<file path="src/rtl/implication_queue_pkg.sv">
// Shared types and sizing for the implication queue and its helpers.
package implication_queue_pkg;

    localparam int NUM_VARIABLE   = 128;
    localparam int VARIABLE_INDEX = $clog2(NUM_VARIABLE);
    localparam int QUEUE_DEPTH    = 16;
    localparam int PTR_W          = $clog2(QUEUE_DEPTH);

    // One unit-clause implication: which variable, and the polarity to assign it.
    typedef struct packed {
        logic [VARIABLE_INDEX-1:0] variable;
        logic                      value;
    } implication_t;

    function automatic implication_t make_implication(
        input logic [VARIABLE_INDEX-1:0] variable,
        input logic                      value
    );
        implication_t imp;
        imp.variable = variable;
        imp.value    = value;
        return imp;
    endfunction

endpackage

</file>
<file path="src/rtl/implication_queue_if.sv">
// Push side (from the clause evaluator) and pop side (to the assignment
// writer) of the implication queue. The queue itself is the slave.
interface implication_queue_if #(
    parameter int VARIABLE_INDEX = implication_queue_pkg::VARIABLE_INDEX
);
    logic                      in_unit;
    logic [VARIABLE_INDEX-1:0] in_variable;
    logic                      in_value;
    logic                      in_ready;

    logic                      out_valid;
    logic                      out_ready;
    logic [VARIABLE_INDEX-1:0] out_variable;
    logic                      out_value;

    modport master (
        output in_unit, in_variable, in_value, out_ready,
        input  in_ready, out_valid, out_variable, out_value
    );

    modport slave (
        input  in_unit, in_variable, in_value, out_ready,
        output in_ready, out_valid, out_variable, out_value
    );
endinterface

</file>
<file path="src/rtl/implication_queue_pending_table.sv">
// Per-variable record of implications currently sitting in the queue, used
// to drop duplicates and spot contradicting implications before enqueue.
module implication_pending_table #(
    parameter int NUM_VARIABLE   = implication_queue_pkg::NUM_VARIABLE,
    parameter int VARIABLE_INDEX = implication_queue_pkg::VARIABLE_INDEX
) (
    input  logic                      clock,
    input  logic                      reset_n,
    input  logic                      clear_all,
    input  logic                      set_en,
    input  logic [VARIABLE_INDEX-1:0] set_variable,
    input  logic                      set_value,
    input  logic                      clr_en,
    input  logic [VARIABLE_INDEX-1:0] clr_variable,
    input  logic [VARIABLE_INDEX-1:0] lookup_variable,
    output logic                      lookup_hit,
    output logic                      lookup_value
);

    logic [NUM_VARIABLE-1:0] pending_q;
    logic [NUM_VARIABLE-1:0] value_q;

    // Set on enqueue, clear on dequeue; clear_all wipes every pending bit.
    // A set and a clear never target the same variable in one cycle, since
    // a variable is only set when it is not already pending.
    always_ff @(posedge clock or negedge reset_n) begin
        if (!reset_n) begin
            pending_q <= '0;
            value_q   <= '0;
        end else if (clear_all) begin
            pending_q <= '0;
        end else begin
            if (clr_en) begin
                pending_q[clr_variable] <= 1'b0;
            end
            if (set_en) begin
                pending_q[set_variable] <= 1'b1;
                value_q[set_variable]   <= set_value;
            end
        end
    end

    assign lookup_hit   = pending_q[lookup_variable];
    assign lookup_value = value_q[lookup_variable];

endmodule

</file>
<file path="src/rtl/implication_queue.sv">
// Implication queue: classifies incoming unit-clause implications as new,
// duplicate or conflicting, buffers new ones in a FIFO, and hands them to the
// assignment writer one at a time.
module implication_queue
    import implication_queue_pkg::*;
#(
    parameter int NUM_VARIABLE   = implication_queue_pkg::NUM_VARIABLE,
    parameter int VARIABLE_INDEX = $clog2(NUM_VARIABLE),
    parameter int QUEUE_DEPTH    = implication_queue_pkg::QUEUE_DEPTH,
    parameter int PTR_W          = $clog2(QUEUE_DEPTH)
) (
    input  logic                      clock,
    input  logic                      reset_n,
    implication_queue_if.slave        bus,
    input  logic                      flush,
    output logic                      conflict,
    output logic [VARIABLE_INDEX-1:0] conflict_variable,
    output logic [PTR_W:0]            count,
    output logic                      dup_drop
);

    localparam logic [PTR_W:0] FULL_COUNT = (PTR_W+1)'(QUEUE_DEPTH);

    implication_t              mem [QUEUE_DEPTH];
    implication_t              head;
    logic [PTR_W-1:0]          rd_ptr_q;
    logic [PTR_W-1:0]          wr_ptr_q;
    logic [PTR_W:0]            count_q;
    logic                      conflict_q;
    logic [VARIABLE_INDEX-1:0] conflict_variable_q;
    logic                      dup_drop_q;

    logic                      in_ready_w;
    logic                      out_valid_w;
    logic                      push_try;
    logic                      push_new;
    logic                      push_dup;
    logic                      push_conf;
    logic                      pop;
    logic                      hit;
    logic                      hit_value;
    logic                      not_empty;

    // Ready depends only on registered state, so the evaluator sees a short
    // path; a full queue refuses even when a pop frees a slot this cycle.
    assign not_empty   = (count_q != '0);
    assign in_ready_w  = (count_q != FULL_COUNT) && !conflict_q;
    assign out_valid_w = not_empty && !conflict_q;

    assign push_try  = bus.in_unit && in_ready_w;
    assign push_new  = push_try && !hit;
    assign push_dup  = push_try && hit && (hit_value == bus.in_value);
    assign push_conf = push_try && hit && (hit_value != bus.in_value);
    assign pop       = out_valid_w && bus.out_ready;

    // Lookup reflects the table before this cycle's pop, so a push matching
    // the head being popped is still classified as a duplicate or conflict.
    implication_pending_table #(
        .NUM_VARIABLE   (NUM_VARIABLE),
        .VARIABLE_INDEX (VARIABLE_INDEX)
    ) u_pending (
        .clock           (clock),
        .reset_n         (reset_n),
        .clear_all       (flush),
        .set_en          (push_new && !flush),
        .set_variable    (bus.in_variable),
        .set_value       (bus.in_value),
        .clr_en          (pop && !flush),
        .clr_variable    (head.variable),
        .lookup_variable (bus.in_variable),
        .lookup_hit      (hit),
        .lookup_value    (hit_value)
    );

    // FIFO storage needs no reset; the head outputs are masked while empty.
    always_ff @(posedge clock) begin
        if (push_new && !flush) begin
            mem[wr_ptr_q] <= make_implication(bus.in_variable, bus.in_value);
        end
    end

    // Pointers and occupancy; flush overrides any push or pop this cycle.
    always_ff @(posedge clock or negedge reset_n) begin
        if (!reset_n) begin
            rd_ptr_q <= '0;
            wr_ptr_q <= '0;
            count_q  <= '0;
        end else if (flush) begin
            rd_ptr_q <= '0;
            wr_ptr_q <= '0;
            count_q  <= '0;
        end else begin
            if (push_new) begin
                wr_ptr_q <= wr_ptr_q + 1'b1;
            end
            if (pop) begin
                rd_ptr_q <= rd_ptr_q + 1'b1;
            end
            case ({push_new, pop})
                2'b10:   count_q <= count_q + 1'b1;
                2'b01:   count_q <= count_q - 1'b1;
                default: count_q <= count_q;
            endcase
        end
    end

    // Sticky conflict and one-cycle duplicate pulse. The first conflicting
    // variable is kept; a new conflict cannot arrive while one is latched
    // because in_ready is low, and flush leaves the last variable visible.
    always_ff @(posedge clock or negedge reset_n) begin
        if (!reset_n) begin
            conflict_q          <= 1'b0;
            conflict_variable_q <= '0;
            dup_drop_q          <= 1'b0;
        end else if (flush) begin
            conflict_q <= 1'b0;
            dup_drop_q <= 1'b0;
        end else begin
            dup_drop_q <= push_dup;
            if (push_conf && !conflict_q) begin
                conflict_q          <= 1'b1;
                conflict_variable_q <= bus.in_variable;
            end
        end
    end

    assign head             = mem[rd_ptr_q];
    assign bus.in_ready     = in_ready_w;
    assign bus.out_valid    = out_valid_w;
    assign bus.out_variable = not_empty ? head.variable : '0;
    assign bus.out_value    = not_empty ? head.value : 1'b0;

    assign conflict          = conflict_q;
    assign conflict_variable = conflict_variable_q;
    assign count             = count_q;
    assign dup_drop          = dup_drop_q;

endmodule

</file>
<file path="src/flat_wrapper.sv">
// flat-port wrapper written by rule: the top's interface ports become plain ports
module implication_queue_flat import implication_queue_pkg::*;
#(
    parameter int NUM_VARIABLE   = implication_queue_pkg::NUM_VARIABLE,
    parameter int VARIABLE_INDEX = $clog2(NUM_VARIABLE),
    parameter int QUEUE_DEPTH    = implication_queue_pkg::QUEUE_DEPTH,
    parameter int PTR_W          = $clog2(QUEUE_DEPTH)
)
  (clock, reset_n, flush, conflict, conflict_variable, count, dup_drop, bus_in_unit, bus_in_variable, bus_in_value, bus_out_ready, bus_in_ready, bus_out_valid, bus_out_variable, bus_out_value);
  implication_queue_if #(.VARIABLE_INDEX(VARIABLE_INDEX)) bus_i ();
  input  logic clock;
  input  logic reset_n;
  input  logic flush;
  output logic conflict;
  output logic [VARIABLE_INDEX-1:0] conflict_variable;
  output logic [PTR_W:0] count;
  output logic dup_drop;
  input wire logic [$bits(bus_i.in_unit)-1:0] bus_in_unit;
  input wire logic [$bits(bus_i.in_variable)-1:0] bus_in_variable;
  input wire logic [$bits(bus_i.in_value)-1:0] bus_in_value;
  input wire logic [$bits(bus_i.out_ready)-1:0] bus_out_ready;
  output wire logic [$bits(bus_i.in_ready)-1:0] bus_in_ready;
  output wire logic [$bits(bus_i.out_valid)-1:0] bus_out_valid;
  output wire logic [$bits(bus_i.out_variable)-1:0] bus_out_variable;
  output wire logic [$bits(bus_i.out_value)-1:0] bus_out_value;
  assign bus_i.in_unit = bus_in_unit;
  assign bus_i.in_variable = bus_in_variable;
  assign bus_i.in_value = bus_in_value;
  assign bus_i.out_ready = bus_out_ready;
  assign bus_in_ready = bus_i.in_ready;
  assign bus_out_valid = bus_i.out_valid;
  assign bus_out_variable = bus_i.out_variable;
  assign bus_out_value = bus_i.out_value;
  implication_queue #(.NUM_VARIABLE(NUM_VARIABLE), .VARIABLE_INDEX(VARIABLE_INDEX), .QUEUE_DEPTH(QUEUE_DEPTH), .PTR_W(PTR_W)) u_core (.clock(clock), .reset_n(reset_n), .bus(bus_i), .flush(flush), .conflict(conflict), .conflict_variable(conflict_variable), .count(count), .dup_drop(dup_drop));
endmodule
</file>
<file path="config.mk">
export PLATFORM = sky130hd
export DESIGN_NAME = implication_queue_flat
export DESIGN_NICKNAME = d
export VERILOG_FILES = /design/src/rtl/implication_queue_pkg.sv /design/src/rtl/implication_queue_if.sv /design/src/rtl/implication_queue_pending_table.sv /design/src/rtl/implication_queue.sv /design/src/flat_wrapper.sv
export SDC_FILE = /design/constraint.sdc
export NUM_CORES = 1
export LEC_CHECK = 0
export CORE_ASPECT_RATIO = 0.7
export CORE_MARGIN = 2
export CORE_UTILIZATION = 35
export CTS_CLUSTER_SIZE = 12
export DETAILED_ROUTE_END_ITERATION = 8
export GPL_TIMING_DRIVEN = 1
export MAX_ROUTING_LAYER = met4
export SYNTH_ARGS = -nofsm -noshare
export SYNTH_HDL_FRONTEND = slang
export SYNTH_SLANG_ARGS = --single-unit
</file>
<file path="constraint.sdc">
create_clock -name clock -period 7.4 [get_ports clock]
set_input_delay 1.48 -clock clock [delete_from_list [all_inputs] [get_ports clock]]
set_output_delay 1.48 -clock clock [all_outputs]
set_load 0.05 [all_outputs]
</file>
==> results of run 1 <==
metal layers:
metal  share of wire  track usage  vias up
met1            0.45        0.314     7122
li1                -            -     5909
met5               0            -        -
met4           0.018       0.0404        0
met3            0.13       0.0738       83
met2            0.40        0.291      754
worst max-delay path by stage:
stage                       startpoint                     endpoint  slack (ns)
floorplan           bus_in_variable[1]  u_core.count[4]$_DFFE_PN0P_        2.41
global placement    bus_in_variable[2]  u_core.count[4]$_DFFE_PN0P_        1.30
detailed placement  bus_in_variable[3]  u_core.count[4]$_DFFE_PN0P_        1.28
CTS                 bus_in_variable[3]  u_core.count[4]$_DFFE_PN0P_        1.83
global route        bus_in_variable[5]  u_core.count[4]$_DFFE_PN0P_        1.59
finish              bus_in_variable[3]  u_core.count[4]$_DFFE_PN0P_        1.76
placed cells by master (no fill, tap or decap), drive strengths merged, types with 30 or more instances in the layout:
| cell | n |
|---|---|
| a21oi | 151 |
| a221oi | 30 |
| buf | 61 |
| clkbuf | 67 |
| clkdlybuf4s50 | 30 |
| dfrtp | 278 |
| edfxtp | 128 |
| mux2 | 151 |
| mux2i | 60 |
| mux4 | 42 |
| nand2 | 159 |
| nand3 | 50 |
| nor2 | 33 |
| o21ai | 141 |
per-stage QoR:
step | cell area (um^2) | hold slack (ns)
final | 21600 | 0.488
after CTS | 21600 | 0.489
after global placement | 20300 | 0.471
after detailed placement | 20300 | 0.477
after floorplan | 19200 | 0.456
after global routing | 21600 | 0.495
cells by family after synthesis:
family	after synthesis	share of synthesized area
compound gates	400	0.122
xor+xnor	8	0.00366
fa+ha+maj	9	0.00627
buf+inv	127	0.0321
flops	406	0.563
mux	253	0.172
simple gates	355	0.101
cell type report:
cell class | instances | area, um^2 | share of cell area
Sequential cell | 406 | 10800 | 0.500
Multi-Input combinational cell | 1025 | 7750 | 0.359
Clock buffer | 67 | 1220 | 0.0563
Tap cell | 730 | 913 | 0.0423
Timing Repair Buffer | 91 | 778 | 0.0360
Clock inverter | 6 | 83.8 | 0.00388
Inverter | 18 | 67.6 | 0.00313
power groups by stage:
stage          logic, mW  clock network (mW)  registers (mW)
2_1_floorplan      0.694                   0            2.53
3_3_place_gp        1.12                   0            2.51
6_report            1.15                2.08            2.47
5_1_grt             1.21                2.20            2.48
3_5_place_dp        1.14                   0            2.51
4_1_cts             1.14                2.11            2.47
worst max-delay path, stage by stage:
cell and delay (ns):
clkdlybuf4s50_1 0.90, nand2b_1 0.31, nor2_1 0.24, o31ai_1 0.15, o211ai_1 0.23, or4_4 0.73, nor3_4 0.38, nand2b_1 0.20
inv_1 0.10, ha_1 0.32, nor2b_1 0.15, o21ai_0 0.23, a21oi_1 0.11, a22oi_1 0.17, mux2_2 0.35
flip-flops by register name, indices dropped and copies added (netlist names):
| name | count |
|---|---|
| u_core.u_pending.value_q | 128 |
| u_core.dup_drop | 1 |
| u_core.rd_ptr_q | 4 |
| u_core.mem | 128 |
| u_core.count | 5 |
| u_core.u_pending.pending_q | 128 |
| u_core.conflict_variable | 7 |
| u_core.conflict | 1 |
| u_core.wr_ptr_q | 4 |
synthesized netlist by cell type, drive strengths merged, types with 4 or more instances:
| library cell | instances | share of area |
|---|---|---|
| buf | 47 | 0.016 |
| nor3 | 20 | 0.011 |
| nor3b | 5 | 0.0020 |
| mux2i | 60 | 0.031 |
| a211oi | 6 | 0.0023 |
| mux2 | 151 | 0.091 |
| nand2 | 159 | 0.031 |
| xnor2 | 5 | 0.0023 |
| nand3b | 9 | 0.0042 |
| nor4 | 13 | 0.0050 |
| a22o | 7 | 0.0032 |
| nor4b | 4 | 0.0025 |
| a21oi | 151 | 0.039 |
| mux4 | 42 | 0.049 |
| a221oi | 30 | 0.014 |
| nand3 | 50 | 0.016 |
| nor2b | 16 | 0.0057 |
| edfxtp | 128 | 0.20 |
| nand2b | 13 | 0.0042 |
| and2 | 9 | 0.0029 |
| nor2 | 33 | 0.0066 |
| a22oi | 11 | 0.0043 |
| inv | 16 | 0.0031 |
| clkbuf | 62 | 0.012 |
| ha | 8 | 0.0052 |
| o21ai | 141 | 0.037 |
| o22ai | 14 | 0.0046 |
| a32o | 7 | 0.0037 |
| dfrtp | 278 | 0.36 |
| nand4 | 5 | 0.0016 |
==> flow_metrics.py, run 1 <==
metrics = {
    "sta": {
        "finalHoldViolations": 0,
        "tightest_slew_ns": 1.24,
        "rsz0062_at_grt": "no",
        "tns_ns": 0,
        "period_needed_ns": 5.64,
        "report.final.slew_viol_count": 0,
        "finClkSkew_ns": 0.0127,
        "max_freq_mhz": 177,
        "max-slew-margin-rel": 0.171,
        "fin_crit_sh": 0.762,
        "setup_viol": 0,
        "setup_slack_ns": 1.76,
    },
    "pwr": {
        "powerDensity_nw_per_um2": 263,
        "p_int_mw": 3.96,
        "switchingPower_mw": 1.73,
        "clock_power_share": 0.365,
        "leakage_nw": 8.60,
        "combPwrFrac": 0.202,
        "p_sw_frac": 0.305,
        "finalPower_mw": 5.69,
        "pwr-share-seq": 0.433,
        "ir_drop_mv": 0.181,
    },
    "cts": {
        "clock-sinks": 406,
        "cts.path.max_buffers": 3,
        "numCtsBuffers": 42,
        "clk_pin_slew_worst_paths_ns": 0.06,
        "insertion_delay_ns": 0.56,
        "htree_levels": 2,
        "cts_tree": "built",
        "cts_root_buf": "clkbuf_16",
        "postCtsHoldBufs": 0,
        "cts_setup_buffers": 0,
        "cts.repair.resized": 0,
    },
    "layout": {
        "syn_to_final_growth_pct": 12.8,
        "drive_above_1_share": 0.166,
        "diodes": 0,
        "fin_cells": 2343,
        "nFillCells": 5128,
        "final_util": 0.401,
        "nets": 1606,
    },
    "yosys": {
        "synth_enable_flop_cells": 128,
        "ys_seq_elements": 406,
        "ys_seq_area_frac": 0.563,
        "avgSynthCellArea_um2": 12.3,
        "syn_area_um2": 19200,
        "synth_cells": 1558,
        "ys.flop_type": "dfrtp_1",
        "async_flop_share": 0.685,
        "synth_cell_types": 82,
        "synthesis.nets": 1580,
        "synth_warnings": 0,
    },
    "place": {
        "port_buffers": 36,
        "gp_congestion": 0.940,
        "dp_cells": 2270,
        "post-place-ws_ns": 1.28,
        "detailed_place_hpwl_mm": 38.4,
    },
    "outcome": {
        "outcome": "finished clean",
    },
    "drt": {
        "drtIter0Drc": 1700,
        "routed_wirelength_mm": 59.5,
        "num_vias": 13900,
        "detail_route.wl_per_cell_um": 25.4,
        "ant_nets": 0,
        "drtPass1Iterations": 5,
        "viasPerCell": 5.92,
        "route.detailed.drc": 0,
    },
    "global_routing": {
        "grt_remaining_overflow": 0,
        "grt_pass1_vias": 13600,
        "grt_max_degree": 112,
        "grt_pass1_wl_mm": 89.8,
        "antenna_found_initial": 1,
        "track_usage": 0.216,
    },
    "floorplanning": {
        "rows": 71,
        "initial_core_util": 0.356,
        "fp.dieH_um": 200,
        "core_um2": 53900,
        "die_w_um": 284,
        "io-pin-count": 37,
        "dieArea_um2": 56700,
    },
    "setup_path": {
        "critPathLaunchType": "primary input",
        "reg2reg_depth": 7,
        "regToRegSetupSlack_ns": 3.14,
        "worstSetupPathType": "in -> reg",
        "required_ns": 7.84,
        "crit-reg2reg-launch": "u_core.rd_ptr_q[0]$_DFFE_PN0P_",
        "crit_fanout": 14,
        "end_kind": "flip-flop",
        "cp.arrival_ns": 6.08,
        "r2r_end": "u_core.u_pending.pending_q[34]$_DFF_PN0_",
    },
    "min_path": {
        "whs_path_depth": 1,
        "hp-start": "u_core.u_pending.value_q[102]$_DFFE_PN0P_",
        "worst_hold_path_type": "reg -> reg",
        "min_to": "u_core.u_pending.value_q[102]$_DFFE_PN0P_",
    },
    "flow_run": {
        "maxCapViolCount": 0,
    },
}
Power figures use the tool's default switching activity.
==> inputs of run 2 (changes only) <==
- clock period: 7.4 -> 5.3 ns (I/O delays scaled with it)
==> flow_metrics.py, run 2 (same netlist as run 1, synthesis figures left out) <==
metrics = {
    "sta": {
        "max-slew-margin-rel": 0.226,
        "tightest_slew_ns": 1.16,
        "finalHoldViolations": 0,
        "max_freq_mhz": 203,
        "tns_ns": 0,
        "report.final.slew_viol_count": 0,
        "finClkSkew_ns": 0.0223,
        "fin_crit_sh": 0.930,
        "period_needed_ns": 4.93,
        "setup_viol": 0,
        "rsz0062_at_grt": "no",
    },
    "drt": {
        "drtIter0Drc": 1803,
        "viasPerCell": 5.83,
        "num_vias": 13900,
        "route.detailed.drc": 0,
        "detail_route.wl_per_cell_um": 25.5,
        "routed_wirelength_mm": 60.8,
        "drtPass1Iterations": 5,
        "ant_nets": 0,
    },
    "layout": {
        "syn_to_final_growth_pct": 14.7,
        "top_regs": "u_core.mem x128, u_core.u_pending.pending_q x128, u_core.u_pending.value_q x128",
        "drive_above_1_share": 0.189,
        "final_cell_mix": "dfrtp_1, nand2_1, a21oi_1",
        "nFillCells": 5119,
        "nets": 1653,
        "layout_commonest_cell": "dfrtp_1",
        "diodes": 0,
    },
    "cts": {
        "clock-sinks": 406,
        "insertion_delay_ns": 0.56,
        "cts_tree": "built",
        "cts.path.max_buffers": 3,
        "clk_pin_slew_worst_paths_ns": 0.06,
        "cts.repair.resized": 0,
        "cts_root_buf": "clkbuf_16",
        "cts_setup_buffers": 0,
        "htree_levels": 2,
        "postCtsHoldBufs": 0,
        "numCtsBuffers": 41,
    },
    "global_routing": {
        "grt_remaining_overflow": 0,
        "grt_pass1_vias": 13800,
        "grt_max_degree": 118,
        "grt_pass1_wl_mm": 91.1,
        "antenna_found_initial": 1,
        "track_usage": 0.222,
    },
    "outcome": {
        "outcome": "finished clean",
    },
    "floorplanning": {
        "rows": 71,
        "initial_core_util": 0.356,
        "io-pin-count": 37,
        "die_w_um": 284,
        "dieArea_um2": 56700,
        "fp.dieH_um": 200,
        "core_um2": 53900,
    },
    "pwr": {
        "combPwrFrac": 0.206,
        "switchingPower_mw": 2.41,
        "clock_power_share": 0.357,
        "ir_drop_mv": 0.199,
        "pwr-share-seq": 0.437,
        "leakage_nw": 8.84,
        "p_int_mw": 5.51,
        "p_sw_frac": 0.304,
        "finalPower_mw": 7.92,
        "powerDensity_nw_per_um2": 360,
    },
    "min_path": {
        "worst_hold_path_type": "reg -> reg",
        "whs_path_depth": 1,
    },
    "place": {
        "gp_congestion": 0.945,
        "port_buffers": 36,
        "detailed_place_hpwl_mm": 41.1,
    },
    "setup_path": {
        "critPathLaunchType": "flip-flop",
        "reg2reg_depth": 8,
        "crit_fanout": 17,
        "required_ns": 4.24,
        "end_kind": "output pin",
        "cp.arrival_ns": 3.87,
        "worstSetupPathType": "reg -> out",
    },
    "flow_run": {
        "maxCapViolCount": 0,
    },
}
==> run 2: power by group through the flow <==
stage	logic [mW]	registers (mW)	clock network, mW
2_1_floorplan	0.969	3.54	0
3_3_place_gp	1.61	3.52	0
3_5_place_dp	1.62	3.52	0
4_1_cts	1.62	3.46	2.87
5_1_grt	1.73	3.47	3.00
6_report	1.63	3.46	2.83
==> run 2: worst paths after layout <==
kind / to / slack, ns / start
worst max-delay path: bus_out_variable[5] / 0.37 / u_core.rd_ptr_q[2]$_DFFE_PN0P_
worst min-delay path: u_core.u_pending.value_q[119]$_DFFE_PN0P_ / 0.49 / u_core.u_pending.value_q[119]$_DFFE_PN0P_
worst max register to register: u_core.u_pending.pending_q[116]$_DFF_PN0_ / 1.21 / u_core.rd_ptr_q[2]$_DFFE_PN0P_
worst min register to register: u_core.u_pending.value_q[119]$_DFFE_PN0P_ / 0.49 / u_core.u_pending.value_q[119]$_DFFE_PN0P_
max in group asynchronous: u_core.u_pending.value_q[44]$_DFFE_PN0P_ / 3.65 / reset_n
min in group asynchronous: u_core.u_pending.value_q[90]$_DFFE_PN0P_ / 0.62 / reset_n
==> run 2: final cells by class <==
type	instances	area [um^2]	area share
well taps	730	913	0.0415
flip-flops and latches	406	10800	0.491
multi-input cells	1025	7750	0.353
clock inverters	5	82.6	0.00375
repair buffers	139	1200	0.0546
clock buffers	64	1170	0.0533
inverters	18	67.6	0.00307
==> run 2: stage by stage <==
| step | instance area [um^2] | utilization | hold slack, ns | std cells | setup slack (ns) |
|---|---|---|---|---|---|
| floorplan | 19200 | - | 0.456 | 1558 | 0.732 |
| global placement | 20700 | 0.385 | 0.469 | 2318 | 0.112 |
| detailed placement | 20700 | 0.385 | 0.478 | 2318 | 0.188 |
| CTS | 22000 | 0.408 | 0.492 | 2387 | 0.436 |
| global route | 22000 | 0.408 | 0.506 | 2387 | 0.230 |
| finish | 22000 | 0.408 | 0.486 | 2387 | 0.370 |
==> run 2: critical path: stages, from the launching register on <==
cell             delay (ns)
dfrtp_1                0.55
and2_1                 0.47
a221oi_1               0.82
o21ai_0                0.38
a21oi_1                0.24
clkdlybuf4s50_1        0.85
==> run 2: layer usage <==
metal	vias to the layer above	global-route usage	routed length, um
met5	-	-	0
met1	7135	0.317	27400
met3	93	0.0835	7750
met2	709	0.293	24300
met4	0	0.0539	1290
li1	5979	-	-
